**config.mk**
```make
export PLATFORM = sky130hd
export DESIGN_NAME = decode_run_controller_flat
export DESIGN_NICKNAME = d
export VERILOG_FILES = /design/src/rtl/decode_run_controller_if.sv /design/src/rtl/decode_run_controller.sv /design/src/flat_wrapper.sv
export SDC_FILE = /design/constraint.sdc
export NUM_CORES = 1
export LEC_CHECK = 0
export ABC_AREA = 1
export CAP_MARGIN = 20
export CORE_ASPECT_RATIO = 0.7
export CORE_MARGIN = 2
export CORE_UTILIZATION = 50
export CTS_BUF_LIST = sky130_fd_sc_hd__clkbuf_4
export DETAILED_ROUTE_END_ITERATION = 16
export HOLD_SLACK_MARGIN = 0.08
export PLACE_DENSITY = 0.9
export SLEW_MARGIN = 10
export SYNTH_ARGS = -nofsm -noshare
export SYNTH_HDL_FRONTEND = slang
export SYNTH_SLANG_ARGS = --single-unit
```
**constraint.sdc**
```tcl
create_clock -name clk -period 2.3 [get_ports clk]
set_input_delay 0.46 -clock clk [delete_from_list [all_inputs] [get_ports clk]]
set_output_delay 0.46 -clock clk [all_outputs]
set_load 0.005 [all_outputs]
```
**src/rtl/decode_run_controller_if.sv**
```systemverilog
// Message/result channel between the decode run controller and router port 0.
// The master side is the controller. The slave side is the router or its FIFO.
interface decode_run_controller_if;
  logic [63:0] tx_data;
  logic        tx_valid;
  logic        tx_ready;
  logic [63:0] rx_data;
  logic        rx_valid;
  logic        rx_ready;

  modport master (
    output tx_data, tx_valid, rx_ready,
    input  tx_ready, rx_data, rx_valid
  );

  modport slave (
    input  tx_data, tx_valid, rx_ready,
    output tx_ready, rx_data, rx_valid
  );
endinterface

```
**src/rtl/decode_run_controller.sv**
```systemverilog
// Runs MAX_COUNT decoding rounds through the root hub's local port. Each round
// sends START and MEAS, then collects leaf results with a timeout and keeps run statistics.
module decode_run_controller #(
  parameter int unsigned NUM_LEAVES     = 1,
  parameter int unsigned MAX_COUNT      = 20,
  parameter int unsigned TIMEOUT_CYCLES = 4096,
  parameter logic [7:0]  START_MSG      = 8'h01,
  parameter logic [7:0]  MEAS_HDR       = 8'h02
) (
  input  logic                          clk,
  input  logic                          rst_n,
  input  logic                          start_i,
  input  logic                          multi_fpga_i,
  decode_run_controller_if.master       bus,
  output logic                          busy_o,
  output logic                          done_o,
  output logic [15:0]                   round_count_o,
  output logic [15:0]                   max_cycles_o,
  output logic [31:0]                   total_cycles_o,
  output logic [15:0]                   timeout_count_o,
  output logic                          error_o
);

  localparam int unsigned TW = $clog2(TIMEOUT_CYCLES);
  localparam logic [TW-1:0] TIMER_LAST = TW'(TIMEOUT_CYCLES - 1);
  localparam logic [15:0]   MAX_CNT16  = 16'(MAX_COUNT);
  localparam logic [3:0]    LEAVES4    = 4'(NUM_LEAVES);
  localparam logic [63:0]   MEAS_WORD  = {8'hff, 8'hff, MEAS_HDR, 40'd0};

  typedef enum logic [1:0] {IDLE, SEND_START, SEND_MEAS, WAIT_RESULT} state_t;

  state_t                state_q;
  logic                  mf_q;
  logic [NUM_LEAVES-1:0] mask_q;
  logic [NUM_LEAVES-1:0] mask_d;
  logic [TW-1:0]         timer_q;
  logic                  busy_q, done_q, error_q;
  logic [15:0]           round_count_q, max_cycles_q, timeout_count_q;
  logic [31:0]           total_cycles_q;
  logic                  tx_valid_q, rx_ready_q;
  logic [63:0]           tx_data_q;

  logic [7:0]  rxId;
  logic [15:0] rxCycles;
  logic        accept, newLeaf, badResult, complete, timeoutHit;
  logic [3:0]  hits;
  logic [3:0]  expectedHits;
  logic [32:0] sumWide;
  logic        unusedRxBits;

  function automatic logic [63:0] startWord(input logic mf);
    return {8'hff, 8'hff, START_MSG, 39'd0, mf};
  endfunction

  assign rxId         = bus.rx_data[55:48];
  assign rxCycles     = bus.rx_data[39:24];
  assign unusedRxBits = ^{bus.rx_data[63:56], bus.rx_data[47:40], bus.rx_data[23:0]};

  assign accept       = (state_q == WAIT_RESULT) && rx_ready_q && bus.rx_valid;
  assign expectedHits = mf_q ? 4'd1 : LEAVES4;
  assign sumWide      = {1'b0, total_cycles_q} + {17'd0, rxCycles};

  // A result counts only if its ID is in range and that leaf has not yet answered this round;
  // anything else accepted is flagged as an error.
  always_comb begin
    mask_d  = mask_q;
    newLeaf = 1'b0;
    hits    = 4'd0;
    for (int i = 0; i < int'(NUM_LEAVES); i++) begin
      if (accept && (rxId == 8'(i + 1)) && !mask_q[i]) begin
        mask_d[i] = 1'b1;
        newLeaf   = 1'b1;
      end
    end
    for (int i = 0; i < int'(NUM_LEAVES); i++) begin
      hits = hits + {3'd0, mask_d[i]};
    end
  end

  assign badResult  = accept && !newLeaf;
  assign complete   = (state_q == WAIT_RESULT) && (hits == expectedHits);
  assign timeoutHit = (state_q == WAIT_RESULT) && (timer_q == TIMER_LAST);

  always_ff @(posedge clk or negedge rst_n) begin
    if (!rst_n) begin
      state_q         <= IDLE;
      mf_q            <= 1'b0;
      mask_q          <= '0;
      timer_q         <= '0;
      busy_q          <= 1'b0;
      done_q          <= 1'b0;
      error_q         <= 1'b0;
      round_count_q   <= 16'd0;
      max_cycles_q    <= 16'd0;
      timeout_count_q <= 16'd0;
      total_cycles_q  <= 32'd0;
      tx_valid_q      <= 1'b0;
      tx_data_q       <= 64'd0;
      rx_ready_q      <= 1'b0;
    end else begin
      done_q <= 1'b0;
      case (state_q)
        IDLE: begin
          if (start_i) begin
            state_q         <= SEND_START;
            busy_q          <= 1'b1;
            mf_q            <= multi_fpga_i;
            round_count_q   <= 16'd0;
            max_cycles_q    <= 16'd0;
            total_cycles_q  <= 32'd0;
            timeout_count_q <= 16'd0;
            error_q         <= 1'b0;
            tx_valid_q      <= 1'b1;
            tx_data_q       <= startWord(multi_fpga_i);
          end
        end
        SEND_START: begin
          if (bus.tx_ready) begin
            state_q       <= SEND_MEAS;
            round_count_q <= round_count_q + 16'd1;
            tx_data_q     <= MEAS_WORD;
          end
        end
        SEND_MEAS: begin
          if (bus.tx_ready) begin
            state_q    <= WAIT_RESULT;
            tx_valid_q <= 1'b0;
            tx_data_q  <= 64'd0;
            rx_ready_q <= 1'b1;
            mask_q     <= '0;
            timer_q    <= '0;
          end
        end
        WAIT_RESULT: begin
          mask_q  <= mask_d;
          timer_q <= timer_q + 1'b1;
          if (newLeaf) begin
            if (rxCycles > max_cycles_q) max_cycles_q <= rxCycles;
            total_cycles_q <= sumWide[32] ? 32'hFFFF_FFFF : sumWide[31:0];
          end
          if (badResult) error_q <= 1'b1;
          // Completion takes priority over a timeout landing on the same cycle.
          if (complete || timeoutHit) begin
            rx_ready_q <= 1'b0;
            if (!complete) timeout_count_q <= timeout_count_q + 16'd1;
            if (round_count_q < MAX_CNT16) begin
              state_q    <= SEND_START;
              mf_q       <= multi_fpga_i;
              tx_valid_q <= 1'b1;
              tx_data_q  <= startWord(multi_fpga_i);
            end else begin
              state_q <= IDLE;
              busy_q  <= 1'b0;
              done_q  <= 1'b1;
            end
          end
        end
        default: state_q <= IDLE;
      endcase
    end
  end

  assign bus.tx_valid    = tx_valid_q;
  assign bus.tx_data     = tx_data_q;
  assign bus.rx_ready    = rx_ready_q;
  assign busy_o          = busy_q;
  assign done_o          = done_q;
  assign error_o         = error_q;
  assign round_count_o   = round_count_q;
  assign max_cycles_o    = max_cycles_q;
  assign total_cycles_o  = total_cycles_q;
  assign timeout_count_o = timeout_count_q;

endmodule

```
**src/flat_wrapper.sv**
```systemverilog
// flat-port wrapper written by rule: the top's interface ports become plain ports
module decode_run_controller_flat 
#(
  parameter int unsigned NUM_LEAVES     = 1,
  parameter int unsigned MAX_COUNT      = 20,
  parameter int unsigned TIMEOUT_CYCLES = 4096,
  parameter logic [7:0]  START_MSG      = 8'h01,
  parameter logic [7:0]  MEAS_HDR       = 8'h02
)
  (clk, rst_n, start_i, multi_fpga_i, busy_o, done_o, round_count_o, max_cycles_o, total_cycles_o, timeout_count_o, error_o, bus_tx_data, bus_tx_valid, bus_rx_ready, bus_tx_ready, bus_rx_data, bus_rx_valid);
  decode_run_controller_if bus_i ();
  input  logic clk;
  input  logic rst_n;
  input  logic start_i;
  input  logic multi_fpga_i;
  output logic busy_o;
  output logic done_o;
  output logic [15:0] round_count_o;
  output logic [15:0] max_cycles_o;
  output logic [31:0] total_cycles_o;
  output logic [15:0] timeout_count_o;
  output logic error_o;
  output wire logic [$bits(bus_i.tx_data)-1:0] bus_tx_data;
  output wire logic [$bits(bus_i.tx_valid)-1:0] bus_tx_valid;
  output wire logic [$bits(bus_i.rx_ready)-1:0] bus_rx_ready;
  input wire logic [$bits(bus_i.tx_ready)-1:0] bus_tx_ready;
  input wire logic [$bits(bus_i.rx_data)-1:0] bus_rx_data;
  input wire logic [$bits(bus_i.rx_valid)-1:0] bus_rx_valid;
  assign bus_tx_data = bus_i.tx_data;
  assign bus_tx_valid = bus_i.tx_valid;
  assign bus_rx_ready = bus_i.rx_ready;
  assign bus_i.tx_ready = bus_tx_ready;
  assign bus_i.rx_data = bus_rx_data;
  assign bus_i.rx_valid = bus_rx_valid;
  decode_run_controller #(.NUM_LEAVES(NUM_LEAVES), .MAX_COUNT(MAX_COUNT), .TIMEOUT_CYCLES(TIMEOUT_CYCLES), .START_MSG(START_MSG), .MEAS_HDR(MEAS_HDR)) u_core (.clk(clk), .rst_n(rst_n), .start_i(start_i), .multi_fpga_i(multi_fpga_i), .bus(bus_i), .busy_o(busy_o), .done_o(done_o), .round_count_o(round_count_o), .max_cycles_o(max_cycles_o), .total_cycles_o(total_cycles_o), .timeout_count_o(timeout_count_o), .error_o(error_o));
endmodule
```
# Word level (Yosys, flattened, before mapping)
# Index checks and enable logic that the tools add are counted.
# totals
mem_count	0
elab_cells	107
register_bits	164
inputBits	70
latchBits	0
rom_bits	0
ramBits	0
output_inout_bits	149
# classes
div	0
multipliers	0
reduce_logical	26
eq_ne	15
shift	0
n_mux	47
magnitude_cmp	2
addsub	4
n_bitwise	0
# op_table
op	count
$mux 64	5
$pmux 64 s4	1
$mux 16	6
$mux 32	3
$pmux 16 s2	3
$pmux 32 s2	1
$add 32x16->33	1
$add 16x1->16 const B	2
$pmux 12 s2	1
$gt 16x16->1	1
$lt 16x5->1 const B	1
$mux 1	16
$ne 2x2->1 const B	8
$reduce_and 4->1	4
$add 12x1->12 const B	1
$eq 12x12->1 const B	1
$mux 12	1
$reduce_and 3->1	4
$reduce_and 5->1	2
$eq 8x1->1 const B	1
$mux 2	4
$pmux 1 s2	4
$pmux 2 s4	1
$logic_and 1x1->1	7
10 further kinds	15

# Longest topological paths before layout
# depth
word_depth	10
ltp_mapped	16

# Worst setup path before layout
# OpenSTA, ideal clock, no wires.
# synth_timing
path_kind	input port to flip-flop
start	input bus_rx_data[24]
end	register u_core.total_cycles_q[27], in the netlist u_core.total_cycles_o[27]
path_buffers	1
path_slack_ns	0.190
setup_time_ns	0.117
path_stages	14
arrival_time_ns	1.994
path_cell_list	ha_1 -> fa_1 -> nand2_1 -> nand2_1 -> and2_4 -> nand2_1 -> nand2_1 -> nand2_1 -> nand2_2 -> nand3_4 -> buf_6 -> nand3_2 -> nand2_1 -> nand2_1
# synth_via
elab_chain_len	4
# synth_rtl
element	line	rtl
start: declaration	flat_wrapper.sv:27	input wire logic [$bits(bus_i.rx_data)-1:0] bus_rx_data;
$add 32x16->33	decode_run_controller.sv:61	assign sumWide = {1'b0, total_cycles_q} + {17'd0, rxCycles};
$mux 32	decode_run_controller.sv:139	total_cycles_q <= sumWide[32] ? 32'hFFFF_FFFF : sumWide[31:0];
$mux 32	decode_run_controller.sv:137	if (newLeaf) begin
$pmux 32 s2	decode_run_controller.sv:102	case (state_q)
end signal: assignment	decode_run_controller.sv:139	
end: declaration	decode_run_controller.sv:39	logic [31:0] total_cycles_q;
# Every way passes these cells. The select of a mux whose other input is x is not followed.
# A chain may end at the register's enable or synchronous reset.

# Final worst setup path
# layout_timing
start	input bus_rx_data[39]
end	register u_core.total_cycles_q[4], in the netlist u_core.total_cycles_o[4]
# The elaborated chain is that of the path after synthesis.

==> results.json <==
{
  "initial_core_util": 0.509,
  "pwr-share-comb": 0.467,
  "synth_cells": 1145,
  "run_status": "finished clean",
  "final_cell_mix": "425 x nand2_1, 137 x inv_1, 132 x clkdlybuf4s50_1",
  "finalMaxSlewViolations": 0,
  "antenna_found_initial": 0,
  "clk_latency_ns": 0.49,
  "holdWs_ns": 0.495,
  "synth_ff_type": "dfrtp_1",
  "path_delay_family": "compound AO/OA/AOI/OAI gates",
  "clock-sinks": 104,
  "fp.dieArea_um2": 16800,
  "htreeDepth": 3,
  "cts-buffers-inserted": 9,
  "final_area_um2": 9840,
  "ys_types": 47,
  "synth_edf_count": 0,
  "crit_chain": "clkdlybuf4s50_1 > ha_1 > a21oi_1 > o21ai_0 > a21oi_1 > nand2_2 > nand3_4 > buf_4 > nand2_1 > nand2_1 > nand2_1",
  "grt_pass1_wl_um": 34500,
  "antenna_cells": 0,
  "postPlaceCellArea_um2": 9630,
  "initialDrtViolationCount": 569,
  "setup_tns_ns": 0,
  "crit_type": "input pin to register",
  "finalHoldViolCount": 0,
  "syn2layout_area_growth_pct": 25.1,
  "async_flop_share": 1.00,
  "slew_headroom": 0.621,
  "dr.pass1.iters": 6,
  "die-height_um": 109,
  "cts.clk_slew.worst_paths_ns": 0.17,
  "switching_share": 0.408,
  "grt-ovfl-total": 0,
  "final_common_cell": "nand2_1",
  "cp_common_cell": "nand2_1",
  "ant_nets": 0,
  "ir_worst_vdd_v": 0.000467,
  "p_seq_frac": 0.370,
  "finalNetCount": 1441,
  "yosys_warnings": 0,
  "period_share": 0.953,
  "tightest_slew_ns": 0.568,
  "max_cap_violations": 0,
  "synth_seq_cells": 104,
  "drt-vias-per-instance": 5.06,
  "powerDensity_nw_per_um2": 657,
  "p_switching_uw": 2640,
  "routed_wl_um": 20900,
  "place_congestion": 0.980,
  "cts_tree": "yes",
  "route.detailed.drc": 0,
  "grt_usage": 0.256,
  "clockRootBuffer": "clkbuf_4",
  "ys_seq_area_frac": 0.331,
  "placed_cells": 1517,
  "internal_power_uw": 3830,
  "p_total_uw": 6470,
  "p_leak_uw": 0.00505,
  "layoutNonFillerInstCount": 1535,
  "syn-cell-area_um2": 7870,
  "grt_pass1_vias": 7105,
  "max_stage_delay_ns": 0.45,
  "drive_above_1_share": 0.106,
  "vias": 7762,
  "cp_max_fo": 8,
  "grt_max_degree": 41,
  "fillerInstances": 1298,
  "fin_crit_ns": 2.19,
  "clkPwrFrac": 0.163,
  "syn_avg_cell_area_um2": 6.87,
  "setup_viol": 0,
  "cp_slowest_cell": "clkdlybuf4s50_1",
  "top_level_ports": 219,
  "ctsLongestPathBuffers": 2,
  "start_kind": "input pin",
  "path_buf_inv": 2,
  "num_rows": 38,
  "die_x_um": 154,
  "dp_hpwl_um": 16300,
  "numPortBuffers": 133,
  "core_um2": 15500,
  "cp.required_ns": 2.69,
  "fin_worst_skew_ns": 0.0165,
  "worstHoldPathType": "input pin to async pin",
  "wl_per_cell_um": 13.6,
  "end_kind": "register",
  "fmax_mhz": 456,
  "cp.arrival_ns": 2.58
}
## state kept, by name (all words and copies together), names as in the netlist, 2 cells and up
signal	flops
u_core.max_cycles_o	16
u_core.total_cycles_o	32
u_core.state_q	2
u_core.round_count_o	16
u_core.timer_q	12
u_core.timeout_count_o	16
u_core.bus.tx_data	4
## worst paths after layout
path                            depth (start not counted)                       from                        to  slack, ns
worst max-delay path                                   11            bus_rx_data[39]  u_core.total_cycles_o[4]       0.11
worst min-delay path                                    2                      rst_n   u_core.round_count_o[3]       0.50
worst max register to register                         10  u_core.total_cycles_o[15]  u_core.total_cycles_o[4]       0.13
worst min register to register                          2     u_core.bus.tx_data[41]    u_core.bus.tx_data[41]       0.51
max in group asynchronous                               3                      rst_n    u_core.bus.tx_data[62]       1.05
min in group clk                                        2     u_core.bus.tx_data[41]    u_core.bus.tx_data[41]       0.51
## logic make-up after synthesis
group,share of synthesized area
AOI/OAI and AO/OA,0.0598
and+or+nand+nor,0.376
buffers and inverters,0.140
xor gates and xnor gates,0.0267
DFF,0.331
other,0.000477
adders and majority gates,0.0662
## metrics by stage
stage	setup WS (ns)	utilization
finish	0.108	0.637
global route	-0.00479	0.637
CTS	0.0672	0.634
detailed placement	-0.448	0.623
global placement	-0.375	0.623
floorplan	0.190	-
## area by class of cell
| cell class | instances | area (um^2) | share of cell area |
|---|---|---|---|
| Multi-Input combinational cell | 864 | 4370 | 0.444 |
| Sequential cell | 104 | 2610 | 0.265 |
| Timing Repair Buffer | 208 | 1930 | 0.196 |
| Inverter | 143 | 542 | 0.0550 |
| Tap cell | 200 | 250 | 0.0254 |
| Clock buffer | 10 | 75.1 | 0.00763 |
| Clock inverter | 6 | 72.6 | 0.00737 |
## worst register-to-register path: stages (launching register included)
cell     delay (ns)
dfrtp_1        0.44
ha_1           0.32
a21oi_1        0.27
o21ai_0        0.21
a21oi_1        0.24
nand2_2        0.15
nand3_4        0.11
buf_4          0.18
nand2_1        0.07
nand2_1        0.06
nand2_1        0.04
## repair_timing
item,in CTS,in global routing
endpoints found under the setup margin,0,50
buffers inserted,0,1
hold endpoints to repair,37,0
hold buffers,1,0
gates resized for setup,0,15
## synthesized netlist by cell type (5+ instances only)
cell type,count,share of area
nand2_2,6,0.0048
xor2_1,11,0.012
o21ai_0,34,0.022
ha_1,40,0.064
buf_6,5,0.0072
dfrtp_1,104,0.33
buf_4,60,0.057
xnor2_1,13,0.014
nand3b_1,18,0.017
clkbuf_1,6,0.0029
nand4_1,16,0.013
buf_2,7,0.0045
nand3_1,63,0.040
inv_1,137,0.065
a21oi_1,35,0.022
nor2_1,83,0.040
nand3_2,8,0.010
nand2_1,427,0.20
nor3_1,25,0.016
## per-layer routing
layer / track usage / part of all wire
met5: 0 / 0
met4: 0.0848 / 0.023
met2: 0.388 / 0.42
met3: 0.0521 / 0.076
met1: 0.369 / 0.48
## power by group through the flow
stage | registers (uW) | clock network, uW | logic [uW]
finish | 2390 | 1050 | 3020
global route | 2440 | 1150 | 3360
global placement | 2410 | 0 | 2880
floorplan | 2380 | 0 | 1860
CTS | 2390 | 1090 | 2990
detailed placement | 2420 | 0 | 2980
Power figures use the tool's default switching activity.
